## src/rtl/pipe_ctrl_pkg.sv

```systemverilog
// Shared pipeline-control definitions: stall vector layout, stall constants, FSM encodings.
// Also pulled in by the if/id and id/ex pipeline registers.
package pipe_ctrl_pkg;

    localparam int STALL_W = 6;

    // Stall vector bit positions, one per pipeline register
    localparam int STALL_B_PC  = 0;
    localparam int STALL_B_IF  = 1;
    localparam int STALL_B_ID  = 2;
    localparam int STALL_B_EX  = 3;
    localparam int STALL_B_MEM = 4;
    localparam int STALL_B_WB  = 5;

    typedef logic [STALL_W-1:0] stall_t;

    localparam stall_t STALL_NONE = 6'b000000;
    localparam stall_t STALL_ID   = 6'b000111;
    localparam stall_t STALL_EX   = 6'b001111;

    typedef enum logic [1:0] {
        ST_IDLE  = 2'd0,
        ST_MULTI = 2'd1,
        ST_FLUSH = 2'd2
    } state_t;

endpackage

```

## src/rtl/pipe_ctrl_if.sv

```systemverilog
// Handshake bundle between the pipeline stages and the sequencing controller.
// The controller takes the slave side; the stage logic (or a bench) drives the master side.
interface pipe_ctrl_if #(
    parameter int CNT_W  = 4,
    parameter int PERF_W = 32
);
    logic              id_stallreq;
    logic              ex_mc_start;
    logic [CNT_W-1:0]  ex_mc_len;
    logic              flush_req;
    logic [31:0]       flush_pc;
    logic [5:0]        stall;
    logic              flush;
    logic [31:0]       new_pc;
    logic              ex_busy;
    logic              mc_done;
    logic              mc_abort;
    logic [PERF_W-1:0] stall_cycles;

    modport master (
        output id_stallreq, ex_mc_start, ex_mc_len, flush_req, flush_pc,
        input  stall, flush, new_pc, ex_busy, mc_done, mc_abort, stall_cycles
    );

    modport slave (
        input  id_stallreq, ex_mc_start, ex_mc_len, flush_req, flush_pc,
        output stall, flush, new_pc, ex_busy, mc_done, mc_abort, stall_cycles
    );
endinterface

```

## src/rtl/pipe_ctrl_sat_counter.sv

```systemverilog
// Saturating up-counter; sticks at all-ones instead of wrapping.
module sat_counter #(
    parameter int W = 32
) (
    input  logic         clk,
    input  logic         rst,
    input  logic         inc,
    output logic [W-1:0] value
);

    logic [W-1:0] r_value;

    always_ff @(posedge clk) begin
        if (rst)
            r_value <= '0;
        else if (inc && (r_value != {W{1'b1}}))
            r_value <= r_value + W'(1);
    end

    assign value = r_value;

endmodule

```

## src/rtl/pipe_ctrl.sv

```systemverilog
// Pipeline sequencing controller: merges load-use stalls, times multi-cycle EX ops,
// and issues single-cycle exception flushes with a redirect PC.
module pipe_ctrl
    import pipe_ctrl_pkg::*;
#(
    parameter int CNT_W  = 4,
    parameter int PERF_W = 32
) (
    input logic         clk,
    input logic         rst,
    pipe_ctrl_if.slave  bus
);

    state_t           r_state;
    state_t           w_nxt_state;
    logic [CNT_W-1:0] r_cnt;
    logic [CNT_W-1:0] w_nxt_cnt;
    logic [31:0]      r_new_pc;
    logic             r_mc_done;
    logic             r_mc_abort;
    stall_t           w_stall;

    // State register plus the registered pulses that ride along with it
    always_ff @(posedge clk) begin
        if (rst) begin
            r_state    <= ST_IDLE;
            r_cnt      <= '0;
            r_new_pc   <= '0;
            r_mc_done  <= 1'b0;
            r_mc_abort <= 1'b0;
        end else begin
            r_state    <= w_nxt_state;
            r_cnt      <= w_nxt_cnt;
            if (bus.flush_req)
                r_new_pc <= bus.flush_pc;
            r_mc_done  <= (w_nxt_state == ST_MULTI) && (w_nxt_cnt == CNT_W'(1));
            r_mc_abort <= (r_state == ST_MULTI) && bus.flush_req;
        end
    end

    // Next state: a flush request overrides everything, including an op in flight
    always_comb begin
        w_nxt_state = r_state;
        w_nxt_cnt   = r_cnt;
        case (r_state)
            ST_IDLE: begin
                if (bus.flush_req) begin
                    w_nxt_state = ST_FLUSH;
                    w_nxt_cnt   = '0;
                end else if (bus.ex_mc_start && (bus.ex_mc_len != '0)) begin
                    w_nxt_state = ST_MULTI;
                    w_nxt_cnt   = bus.ex_mc_len;
                end
            end
            ST_MULTI: begin
                if (bus.flush_req) begin
                    w_nxt_state = ST_FLUSH;
                    w_nxt_cnt   = '0;
                end else if (r_cnt <= CNT_W'(1)) begin
                    w_nxt_state = ST_IDLE;
                    w_nxt_cnt   = '0;
                end else begin
                    w_nxt_cnt   = r_cnt - CNT_W'(1);
                end
            end
            ST_FLUSH: begin
                w_nxt_state = bus.flush_req ? ST_FLUSH : ST_IDLE;
                w_nxt_cnt   = '0;
            end
            default: begin
                w_nxt_state = ST_IDLE;
                w_nxt_cnt   = '0;
            end
        endcase
    end

    // Outputs; everything reads as zero while reset is held, even before the first edge
    always_comb begin
        w_stall = STALL_NONE;
        case (r_state)
            ST_MULTI: w_stall = STALL_EX;
            ST_IDLE:  w_stall = bus.id_stallreq ? STALL_ID : STALL_NONE;
            default:  w_stall = STALL_NONE;
        endcase
        if (rst)
            w_stall = STALL_NONE;

        bus.stall    = w_stall;
        bus.flush    = !rst && (r_state == ST_FLUSH);
        bus.ex_busy  = !rst && (r_state == ST_MULTI);
        bus.mc_done  = !rst && r_mc_done;
        bus.mc_abort = !rst && r_mc_abort;
        bus.new_pc   = rst ? 32'h0 : r_new_pc;
    end

    sat_counter #(
        .W (PERF_W)
    ) u_stall_cnt (
        .clk   (clk),
        .rst   (rst),
        .inc   (w_stall != STALL_NONE),
        .value (bus.stall_cycles)
    );

endmodule

```

## src/flat_wrapper.sv

```systemverilog
// flat-port wrapper written by rule: the top's interface ports become plain ports
module pipe_ctrl_flat import pipe_ctrl_pkg::*;
#(
    parameter int CNT_W  = 4,
    parameter int PERF_W = 32
)
  (clk, rst, bus_id_stallreq, bus_ex_mc_start, bus_ex_mc_len, bus_flush_req, bus_flush_pc, bus_stall, bus_flush, bus_new_pc, bus_ex_busy, bus_mc_done, bus_mc_abort, bus_stall_cycles);
  pipe_ctrl_if #(.CNT_W(CNT_W), .PERF_W(PERF_W)) bus_i ();
  input logic clk;
  input logic rst;
  input wire logic [$bits(bus_i.id_stallreq)-1:0] bus_id_stallreq;
  input wire logic [$bits(bus_i.ex_mc_start)-1:0] bus_ex_mc_start;
  input wire logic [$bits(bus_i.ex_mc_len)-1:0] bus_ex_mc_len;
  input wire logic [$bits(bus_i.flush_req)-1:0] bus_flush_req;
  input wire logic [$bits(bus_i.flush_pc)-1:0] bus_flush_pc;
  output wire logic [$bits(bus_i.stall)-1:0] bus_stall;
  output wire logic [$bits(bus_i.flush)-1:0] bus_flush;
  output wire logic [$bits(bus_i.new_pc)-1:0] bus_new_pc;
  output wire logic [$bits(bus_i.ex_busy)-1:0] bus_ex_busy;
  output wire logic [$bits(bus_i.mc_done)-1:0] bus_mc_done;
  output wire logic [$bits(bus_i.mc_abort)-1:0] bus_mc_abort;
  output wire logic [$bits(bus_i.stall_cycles)-1:0] bus_stall_cycles;
  assign bus_i.id_stallreq = bus_id_stallreq;
  assign bus_i.ex_mc_start = bus_ex_mc_start;
  assign bus_i.ex_mc_len = bus_ex_mc_len;
  assign bus_i.flush_req = bus_flush_req;
  assign bus_i.flush_pc = bus_flush_pc;
  assign bus_stall = bus_i.stall;
  assign bus_flush = bus_i.flush;
  assign bus_new_pc = bus_i.new_pc;
  assign bus_ex_busy = bus_i.ex_busy;
  assign bus_mc_done = bus_i.mc_done;
  assign bus_mc_abort = bus_i.mc_abort;
  assign bus_stall_cycles = bus_i.stall_cycles;
  pipe_ctrl #(.CNT_W(CNT_W), .PERF_W(PERF_W)) u_core (.clk(clk), .rst(rst), .bus(bus_i));
endmodule
```

## config.mk

```make
export PLATFORM = sky130hd
export DESIGN_NAME = pipe_ctrl_flat
export DESIGN_NICKNAME = d
export VERILOG_FILES = /design/src/rtl/pipe_ctrl_pkg.sv /design/src/rtl/pipe_ctrl_if.sv /design/src/rtl/pipe_ctrl_sat_counter.sv /design/src/rtl/pipe_ctrl.sv /design/src/flat_wrapper.sv
export SDC_FILE = /design/constraint.sdc
export NUM_CORES = 1
export LEC_CHECK = 0
export BUFFER_PORTS_ARGS = -buffer_cell sky130_fd_sc_hd__buf_2
export CAP_MARGIN = 20
export CORE_ASPECT_RATIO = 0.6
export CORE_MARGIN = 2
export CORE_UTILIZATION = 52
export CTS_BUF_LIST = sky130_fd_sc_hd__clkbuf_4
export CTS_CLUSTER_SIZE = 28
export DETAILED_ROUTE_END_ITERATION = 16
export GPL_ROUTABILITY_DRIVEN = 0
export PLACE_DENSITY = 0.82
export SYNTH_ARGS = -nofsm -noshare
export SYNTH_HDL_FRONTEND = slang
export SYNTH_SLANG_ARGS = --single-unit
```

## constraint.sdc

```tcl
create_clock -name clk -period 2.3 [get_ports clk]
set_input_delay 0.115 -clock clk [delete_from_list [all_inputs] [get_ports clk]]
set_output_delay 0.115 -clock clk [all_outputs]
set_load 0.005 [all_outputs]
```

==> impl_metrics.csv, run 1 <==
group,metric,value,unit
timing,tns,0,ns
power_and_ir_drop,clkPwrFrac,35.9,%
power_and_ir_drop,peakVddDrop,404.1,uV
job,max_cap_viol_count,0,
setup_path,rr_endpoint,"u_core.u_stall_cnt.value[25]$_SDFFE_PP0P_",
cells_and_area,multi_input_area,1901,sq um
power_and_ir_drop,power.leakage,2.054,nW
logic_synthesis,yosys.area.top_type,"dfxtp_1",
power_and_ir_drop,p_comb_share,11.4,%
routing,ant_nets,0,
timing,finalCritPeriodShare,94.91,%
floorplan,fp.dieH,67.40,um
logic_synthesis,seq_area_frac_synth,41.38,%
worst_hold_path,hp-start,"bus_ex_mc_len[3]",
setup_path,critPathLaunchType,"flop",
grt,grtUsageTotal,27.13,%
worst_hold_path,whs_endpoint,"u_core.r_cnt[3]$_SDFF_PP0_",
clock_network,cts_buffer_depth,2,
floorplan,die_area,7391,sq um
logic_synthesis,synthTopCellsByCount,"72 x dfxtp_1, 52 x nor2_1, 37 x nor2b_1",
timing,layout_min_cycle_time,2.183,ns
cells_and_area,drive_gt1_share,28.31,%
logic_synthesis,synth.avg_cell_area,8.841,sq um
routing,wirelength,9.365,mm
routing,firstDrtPassIters,4,
clock_network,htree_levels,3,
clock_network,cts_made_buffers,9,
grt,gr-usage-met1,36.34,%
place,hpwlAfterDp,6.225,mm
run_status,status,"completed",
place,port_buffers,112,
floorplan,start_util,52.86,%
logic_synthesis,ys_types,48,
logic_synthesis,synthArstFlopShare,0,%
routing,drtIter0Drc,165,
logic_synthesis,yosys-top-cells-area,"dfxtp_1 41%, mux2i_1 9.8%, nor2b_1 6.6%",
cells_and_area,syn_to_final_growth,32.76,%
cells_and_area,n_antenna_cell,0,
cells_and_area,final_cells,631,
worst_hold_path,hp-class,"in2reg",
clock_network,post_cts_buffers,0,
floorplan,core_area,6590,sq um
timing,final-hold-violation-count,0,
timing,max_freq,458.1,MHz
power_and_ir_drop,switching_share,24.31,%
setup_path,path_max_fanout,7,
grt,grt.busiest_layer,"met2",
grt,overflow,0,
setup_path,critPathCaptureType,"flop",
timing,finalMaxSlewViolations,0,
power_and_ir_drop,power_per_cell_area,538.7,nW/um^2
timing,worst_pin_slew,0.7068,ns
worst_hold_path,whs_path_depth,5,
grt,grt_max_degree,77,
logic_synthesis,synth.cell_area,3483,sq um
timing,grt_setup_unrepaired,"false",
cells_and_area,final_nets,583,
setup_path,arrival,2.50,ns
routing,avgViaCountPerCell,5.523,
routing,drc,0,
power_and_ir_drop,p_int,0.001886,W
routing,wl_per_cell,14.84,um
grt,grt_pass1_vias,3179,
routing,via_count,3485,
logic_synthesis,synthFlopType,"dfxtp_1",
logic_synthesis,synth_edf_count,0,
floorplan,rows,23,
clock_network,clock_latency,0.43,ns
floorplan,io_pins,115,
timing,relSlewSlack,52.88,%
timing,fin_skew,0.02481,ns
grt,antenna_found_initial,0,
logic_synthesis,synthMostInstantiatedCell,"dfxtp_1",
grt,use_met2,42.36,%
clock_network,cts_tree,"done",
timing,finalSetupViolCount,0,
grt,use_met3,8.205,%
grt,grt_pass1_wl,15.33,mm
clock_network,path_clk_slew,0.13,ns
logic_synthesis,yosysWarningCount,0,
setup_path,crit_required,2.62,ns
power_and_ir_drop,seqPwrFrac,52.7,%
clock_network,cts_root_buf,"clkbuf_4",
power_and_ir_drop,power_switching,0.0006056,W
setup_path,rrSetupSlack,0.12,ns
logic_synthesis,postSynthCellCount,394,
clock_network,cts.sinks,72,
cells_and_area,regArea,1441,sq um
setup_path,critPathKind,"reg2reg",
setup_path,worstReg2RegStart,"u_core.u_stall_cnt.value[11]$_SDFFE_PP0P_",
place,dp.cells,582,
floorplan,die_x,109.7,um
logic_synthesis,synth.top_cell.area_share,41.38,%
setup_path,reg2regPathDepth,6,
cells_and_area,fill_cells,533,
logic_synthesis,synth_seq_cells,72,
## critical path, cell delays in order (launching register included)
cell	delay, ns
dfxtp_1	0.47
nand4_2	0.21
nor4_1	0.33
buf_4	0.18
nand2_1	0.08
nor4b_1	0.41
mux2_2	0.39
## area by class of cell
cell class	instances	share of cell area (%)
clock buffer	10	1.623
clock inverter	6	1.813
inverter	7	0.5682
multi-input combinational	291	41.10
sequential	72	31.17
tap	87	2.354
timing repair buffer	158	21.37
## registers in the layout, summed over array words and instances (netlist names)
signal                    count
u_core.u_stall_cnt.value     32
u_core.r_mc_done              1
u_core.r_cnt                  4
u_core.r_state                2
u_core.r_mc_abort             1
u_core.r_new_pc              32
## cells by family (layout without fill, tap and decap cells)
kind of cell	count (synthesis)	count (layout)	share of synthesized area, %
DFF	72	72	41.38
buffers and inverters	32	181	4.311
adders and majority gates	3	3	1.078
other	1	2	0.1077
xor gates and xnor gates	5	5	1.257
muxes	37	37	10.74
and+or+nand+nor	182	182	28.84
AOI/OAI and AO/OA	62	62	12.28
## power groups by stage
stage	clock [W]	combinational, W	sequential [W]
CTS	0.000919	0.000278	0.00131
global route	0.000967	0.000312	0.00132
floorplan	0	0.000155	0.00133
global placement	0	0.000228	0.00134
detailed placement	0	0.000234	0.00134
finish	0.000895	0.000284	0.00131
## what timing repair did
item / in CTS / in global routing
endpoints found under the hold margin: 33 / 0
setup endpoints to repair: 0 / 1
resized for setup: 0 / 1
hold buffers: 33 / 0
## cell usage in the layout, fill, tap and decap left out, types with 3 or more instances in the layout
cell type / instances
or3_1: 6
xor2_1: 4
nand3_1: 13
nor4_1: 5
dlygate4sd3_1: 33
ha_1: 3
or4_1: 13
buf_4: 13
o21ai_0: 7
and4_1: 4
clkbuf_4: 10
a21oi_1: 19
mux2_2: 3
inv_1: 7
or2_2: 3
nor2_1: 52
dfxtp_1: 72
nand4_1: 8
nand2_1: 18
o31ai_1: 18
nor2b_1: 37
mux2i_1: 34
nor3b_1: 4
o211ai_1: 3
clkinv_2: 3
and3_1: 5
buf_2: 112
## routing by layer
metal / wire [um] / part of all wire (%)
met1: 4326 / 46
met2: 4200 / 45
met3: 678 / 7.2
met4: 160 / 1.7
met5: 0 / 0
## per-stage QoR
stage               utilization (%)  total power, W  setup WS, ns  cell area [sq um]  hold WS [ns]
floorplan                         -        0.001485        0.3025               3487        0.2618
global placement              62.67        0.001563        0.2239               4130        0.3470
detailed placement            62.67        0.001572        0.1874               4130        0.3579
CTS                           70.10        0.002508        0.1367               4619       0.07597
global route                  70.17        0.002596      0.005489               4624        0.1370
finish                        70.17        0.002491        0.1170               4624        0.1113
## worst max-delay path by stage
stage	endpoint	startpoint
2_1_floorplan	u_core.u_stall_cnt.value[25]$_SDFFE_PP0P_	u_core.u_stall_cnt.value[11]$_SDFFE_PP0P_
3_3_place_gp	u_core.u_stall_cnt.value[31]$_SDFFE_PP0P_	u_core.u_stall_cnt.value[9]$_SDFFE_PP0P_
3_5_place_dp	u_core.u_stall_cnt.value[25]$_SDFFE_PP0P_	u_core.u_stall_cnt.value[11]$_SDFFE_PP0P_
4_1_cts	u_core.u_stall_cnt.value[25]$_SDFFE_PP0P_	u_core.u_stall_cnt.value[11]$_SDFFE_PP0P_
5_1_grt	u_core.u_stall_cnt.value[5]$_SDFFE_PP0P_	u_core.u_stall_cnt.value[11]$_SDFFE_PP0P_
6_report	u_core.u_stall_cnt.value[25]$_SDFFE_PP0P_	u_core.u_stall_cnt.value[11]$_SDFFE_PP0P_
Note: power is estimated with default switching activity, not from simulation.
==> run 2: changes to the inputs <==
--- a/config.mk
+++ b/config.mk
@@ -5,16 +5,17 @@
 export SDC_FILE = /design/constraint.sdc
 export NUM_CORES = 1
 export LEC_CHECK = 0
+export ABC_AREA = 1
 export BUFFER_PORTS_ARGS = -buffer_cell sky130_fd_sc_hd__buf_2
 export CAP_MARGIN = 20
 export CORE_ASPECT_RATIO = 0.6
 export CORE_MARGIN = 2
 export CORE_UTILIZATION = 52
-export CTS_BUF_LIST = sky130_fd_sc_hd__clkbuf_4
+export CTS_BUF_LIST = sky130_fd_sc_hd__clkbuf_16
 export CTS_CLUSTER_SIZE = 28
 export DETAILED_ROUTE_END_ITERATION = 16
 export GPL_ROUTABILITY_DRIVEN = 0
-export PLACE_DENSITY = 0.82
+export PLACE_DENSITY = 0.8
 export SYNTH_ARGS = -nofsm -noshare
 export SYNTH_HDL_FRONTEND = slang
 export SYNTH_SLANG_ARGS = --single-unit
==> impl_metrics.csv, run 2 <==
group,metric,value,unit
logic_synthesis,postSynthCellCount,599,
cells_and_area,syn_to_final_growth,22.07,%
clock_network,cts_tree,"done",
logic_synthesis,yosysWarningCount,0,
grt,grtUsageTotal,25.24,%
timing,max_freq,487.0,MHz
setup_path,cp_slowest_cell,"dfxtp_1",
setup_path,critPathBufInv,2,
clock_network,post_cts_buffers,0,
logic_synthesis,synth.top_cell.area_share,36.32,%
logic_synthesis,synthMostInstantiatedCell,"nand2_1",
floorplan,rows,24,
setup_path,cp_top_family,"simple AND/OR/NAND/NOR gates",
floorplan,die_x,116.8,um
logic_synthesis,yosys-top-cells-area,"dfxtp_1 36%, nand2_1 13%, nor2_1 10%",
setup_path,crit_required,2.50,ns
routing,firstDrtPassIters,5,
grt,antenna_found_initial,0,
clock_network,cts_resized,0,
timing,worst_pin_slew,0.7757,ns
routing,wl_per_cell,13.12,um
floorplan,start_util,54.17,%
setup_path,critical-path-max-stage-delay,0.43,ns
logic_synthesis,synthFlopType,"dfxtp_1",
worst_hold_path,hp-start,"bus_flush_req",
floorplan,io_pins,115,
timing,layout_min_cycle_time,2.053,ns
clock_network,path_clk_slew,0.06,ns
logic_synthesis,synth.avg_cell_area,6.626,sq um
grt,grt_pass1_vias,3530,
setup_path,path_max_fanout,25,
floorplan,die_area,8370,sq um
setup_path,arrival,2.26,ns
grt,overflow,0,
routing,wirelength,10.63,mm
timing,fin_skew,0.005570,ns
cells_and_area,layout_common_cells,"137 x nand2_1, 112 x buf_2, 106 x nor2_1",
place,hpwlAfterDp,7.848,mm
timing,finalSetupViolCount,0,
power_and_ir_drop,peakVddDrop,379.7,uV
routing,drc,0,
timing,tns,0,ns
grt,grt_pass1_wl,16.54,mm
routing,avgViaCountPerCell,5.185,
logic_synthesis,seq_area_frac_synth,36.32,%
clock_network,cts_root_buf,"clkbuf_16",
clock_network,cts_made_buffers,9,
setup_path,critPathKind,"reg2reg",
timing,setup_ws,0.2467,ns
timing,grt_setup_unrepaired,"false",
logic_synthesis,ys_types,29,
logic_synthesis,yosys.area.top_type,"dfxtp_1",
logic_synthesis,synth_edf_count,0,
power_and_ir_drop,power.leakage,2.184,nW
timing,finalCritPeriodShare,89.27,%
timing,final-hold-violation-count,0,
clock_network,cts-hold-fix-buffers,0,
logic_synthesis,synth.cell_area,3969,sq um
place,port_buffers,112,
job,max_cap_viol_count,0,
routing,drtIter0Drc,351,
cells_and_area,final_common_cell,"nand2_1",
floorplan,fp.dieH,71.67,um
timing,finalMaxSlewViolations,0,
cells_and_area,final_nets,746,
grt,grt_max_degree,66,
clock_network,clock_latency,0.33,ns
setup_path,critPathLaunchType,"flop",
routing,via_count,4200,
clock_network,cts.sinks,72,
cells_and_area,n_antenna_cell,0,
setup_path,worstReg2RegStart,"u_core.u_stall_cnt.value[0]$_SDFFE_PP0P_",
logic_synthesis,synthTopCellsByCount,"137 x nand2_1, 106 x nor2_1, 72 x dfxtp_1",
setup_path,critPathCaptureType,"flop",
clock_network,htree_levels,3,
power_and_ir_drop,power_per_cell_area,607.0,nW/um^2
routing,ant_nets,0,
place,dpl_worst_slack,0.2819,ns
worst_hold_path,hp-class,"in2reg",
logic_synthesis,synth_seq_cells,72,
cells_and_area,drive_gt1_share,25.64,%
cells_and_area,stdcell_area,4845,sq um
place,place_area,4558,sq um
setup_path,crit_top_cell,"nand2_4",
logic_synthesis,synthArstFlopShare,0,%
floorplan,core_area,7327,sq um
clock_network,cts_buffer_depth,2,
timing,relSlewSlack,48.23,%
setup_path,cp-startpoint,"u_core.u_stall_cnt.value[0]$_SDFFE_PP0P_",
run_status,status,"completed",
setup_path,crit_chain,"ha_1 > inv_1 > nor2_4 > nand2_4 > nor2_8 > nand2_4 > nand2_4 > inv_2 > nand2_1 > a21oi_2",
run 2: changes by cell type in the layout (fill, tap and decap cells not counted), moves of 33 or more:
cell,previous run,this run
nand2_1,18,137
inv_1,7,70
nor2_1,52,106
nor2b_1,37,0
mux2i_1,34,0
o21ai_0,7,41
dlygate4sd3_1,33,0
run 2: where the power goes:
part / leakage (nW) / internal [W] / switching [W]
registers: 0.589 / 0.00129 / 0.0000184
clock network: 0.141 / 0.000829 / 0.000526
logic: 1.45 / 0.000104 / 0.000169
run 2: kinds of logic after synthesis:
logic type      count (synthesis)  share of synthesized area [%]
other cells                     1                        0.09449
simple gates                  307                          33.48
fa+ha+maj                       3                         0.9459
compound gates                102                          14.85
xor+xnor                       15                          3.310
buf+inv                        99                          11.00
flops                          72                          36.32
run 2: path summary, 6_finish.rpt:
check	endpoint	cells past startpoint	slack [ns]
worst max-delay path	u_core.u_stall_cnt.value[31]$_SDFFE_PP0P_	10	0.25
worst min-delay path	u_core.r_state[1]$_SDFF_PP0_	3	0.05
worst max register to register	u_core.u_stall_cnt.value[31]$_SDFFE_PP0P_	10	0.25
worst min register to register	u_core.r_new_pc[3]$_SDFFE_PP0P_	2	0.46
run 2: layer usage:
| metal | GRT usage (%) | wire [um] | vias to the layer above |
|---|---|---|---|
| met5 | 0 | 0 | - |
| met4 | 7.974 | 147 | 0 |
| met3 | 8.122 | 992 | 15 |
| met2 | 34.04 | 4420 | 189 |
| met1 | 37.78 | 5070 | 1918 |
| li1 | - | - | 2078 |
run 2: layout make-up:
| cell class | count | area (sq um) |
|---|---|---|
| fillers | 675 | 2482 |
| multi-input cells | 429 | 2095 |
| flip-flops and latches | 72 | 1441 |
| repair buffers | 119 | 625.6 |
| inverters | 71 | 266.5 |
| clock buffers | 9 | 225.2 |
| well taps | 104 | 130.1 |
| clock inverters | 6 | 61.31 |
run 2: worst reg2reg max path, cell delays in order (launching register included):
cell     delay, ns
dfxtp_1       0.43
ha_1          0.25
inv_1         0.10
nor2_4        0.19
nand2_4       0.10
nor2_8        0.15
nand2_4       0.10
nand2_4       0.15
inv_2         0.21
nand2_1       0.17
a21oi_2       0.06
run 2: metrics by stage:
step	hold slack [ns]	cells	power [W]	util [%]
after floorplan	0.1960	600	0.001516	-
after global placement	0.3789	795	0.001601	62.21
after detailed placement	0.3940	795	0.001610	62.21
after CTS	0.03652	810	0.002968	66.12
after global routing	0.07060	810	0.003054	66.12
final	0.05062	810	0.002941	66.12
==> run 3: changes to the inputs <==
--- a/config.mk
+++ b/config.mk
@@ -6,7 +6,7 @@
 export NUM_CORES = 1
 export LEC_CHECK = 0
 export ABC_AREA = 1
-export BUFFER_PORTS_ARGS = -buffer_cell sky130_fd_sc_hd__buf_2
+export BUFFER_PORTS_ARGS = -buffer_cell sky130_fd_sc_hd__clkbuf_2
 export CAP_MARGIN = 20
 export CORE_ASPECT_RATIO = 0.6
 export CORE_MARGIN = 2
==> impl_metrics.csv, run 3 (synthesized netlist as in run 2, its figures left out) <==
group,metric,value,unit
cells_and_area,fill_cells,657,
place,port_buffers,112,
power_and_ir_drop,power.leakage,2.161,nW
timing,layout_min_cycle_time,2.092,ns
floorplan,io_pins,115,
grt,grtUsageTotal,25.87,%
cells_and_area,final_nets,751,
cells_and_area,multi_input_area,2095,sq um
setup_path,arrival,2.28,ns
clock_network,htree_levels,3,
cells_and_area,regArea,1441,sq um
clock_network,cts_tree,"done",
cells_and_area,layout_common_cells,"137 x nand2_1, 112 x clkbuf_2, 106 x nor2_1",
power_and_ir_drop,switching_share,24.70,%
grt,grt_pass1_wl,16.92,mm
floorplan,die_x,116.8,um
routing,wl_per_cell,13.23,um
grt,grt_max_degree,65,
power_and_ir_drop,power_per_cell_area,606.2,nW/um^2
setup_path,critPathLaunchType,"flop",
routing,drc,0,
routing,via_count,4106,
place,hpwlAfterDp,8.014,mm
floorplan,die_area,8370,sq um
timing,max_freq,478.1,MHz
timing,grt_setup_unrepaired,"false",
floorplan,start_util,54.17,%
clock_network,clock_latency,0.33,ns
run_status,status,"completed",
routing,drtIter0Drc,390,
worst_hold_path,hp-class,"in2reg",
cells_and_area,drive_gt1_share,25.98,%
timing,fin_skew,0.008178,ns
setup_path,rrSetupSlack,0.21,ns
timing,whs,0.04948,ns
routing,ant_nets,0,
clock_network,cts.sinks,72,
timing,worst_pin_slew,0.8447,ns
setup_path,crit_required,2.48,ns
cells_and_area,final_common_cell,"nand2_1",
power_and_ir_drop,power_switching,0.0007300,W
setup_path,critPathKind,"reg2reg",
power_and_ir_drop,clkPwrFrac,46.4,%
grt,antenna_found_initial,0,
floorplan,fp.dieH,71.67,um
power_and_ir_drop,peakVddDrop,387.3,uV
clock_network,cts_buffer_depth,2,
cells_and_area,n_antenna_cell,0,
timing,relSlewSlack,43.63,%
timing,final-hold-violation-count,0,
power_and_ir_drop,seqPwrFrac,44.4,%
setup_path,path_max_fanout,25,
clock_network,post_cts_buffers,0,
clock_network,path_clk_slew,0.06,ns
timing,finalMaxSlewViolations,0,
timing,tns,0,ns
floorplan,rows,24,
routing,wirelength,10.80,mm
setup_path,critPathCaptureType,"flop",
routing,avgViaCountPerCell,5.032,
clock_network,cts_made_buffers,9,
power_and_ir_drop,p_int,0.002225,W
clock_network,cts_resized,0,
timing,finalCritPeriodShare,90.95,%
timing,finalSetupViolCount,0,
cells_and_area,syn_to_final_growth,22.82,%
power_and_ir_drop,p_comb_share,9.3,%
grt,overflow,0,
job,max_cap_viol_count,0,
floorplan,core_area,7327,sq um
routing,firstDrtPassIters,5,
grt,grt_pass1_vias,3460,
clock_network,cts_root_buf,"clkbuf_16",
clock_network,cts-hold-fix-buffers,0,
## run 3: cell types whose count changed in the layout (fill, tap and decap cells not counted)
cell,before,now
clkinv_1,0,1
buf_2,112,0
buf_12,1,0
buf_4,6,12
inv_2,1,0
clkbuf_2,0,112
inv_1,70,71
clkinv_2,3,2
inv_4,0,1
## run 3: layout make-up
type	instances	area share [%]
multi-input combinational	429	42.97
clock buffer	9	4.620
sequential	72	29.57
clock inverter	7	1.309
tap	104	2.669
timing repair buffer	124	13.35
inverter	71	5.518
## run 3: path summary, 6_finish.rpt
kind                                                               start                                         to  depth (start not counted)
worst max-delay path            u_core.u_stall_cnt.value[1]$_SDFFE_PP0P_  u_core.u_stall_cnt.value[31]$_SDFFE_PP0P_                         10
worst min-delay path                                                 rst  u_core.u_stall_cnt.value[16]$_SDFFE_PP0P_                          2
worst max register to register  u_core.u_stall_cnt.value[1]$_SDFFE_PP0P_  u_core.u_stall_cnt.value[31]$_SDFFE_PP0P_                         10
worst min register to register          u_core.r_new_pc[11]$_SDFFE_PP0P_           u_core.r_new_pc[11]$_SDFFE_PP0P_                          2
## run 3: routing by layer
metal / routed length (um) / global-route usage (%) / vias to the layer above
li1: - / - / 2083
met3: 1034 / 8.629 / 9
met1: 5175 / 38.67 / 1838
met4: 102 / 6.405 / 0
met2: 4483 / 35.58 / 176
met5: 0 / 0 / -
## run 3: stage by stage
stage | setup WS [ns] | cells | power (W) | area (sq um) | utilization, %
6_report | 0.2082 | 816 | 0.002955 | 4875 | 66.53
5_1_grt | 0.09400 | 816 | 0.003063 | 4875 | 66.53
4_1_cts | 0.1346 | 816 | 0.002967 | 4872 | 66.50
3_5_place_dp | 0.1593 | 800 | 0.001608 | 4583 | 62.55
3_3_place_gp | 0.2663 | 800 | 0.001598 | 4583 | 62.55
2_1_floorplan | 0.5521 | 600 | 0.001516 | 3973 | -
## run 3: critical path, cell delays in order, from the launching register on
cell     delay, ns
dfxtp_1       0.41
ha_1          0.25
inv_1         0.10
nor2_4        0.18
nand2_4       0.10
nor2_8        0.15
nand2_4       0.10
nand2_4       0.27
inv_4         0.19
nand2_1       0.14
a21oi_2       0.06
## run 3: power by group through the flow
stage	registers [W]	logic [W]	clock network [W]
3_3_place_gp	0.00134	0.000262	0
6_report	0.00131	0.000274	0.00137
2_1_floorplan	0.00134	0.000181	0
3_5_place_dp	0.00134	0.000270	0
4_1_cts	0.00131	0.000272	0.00138
5_1_grt	0.00131	0.000309	0.00144
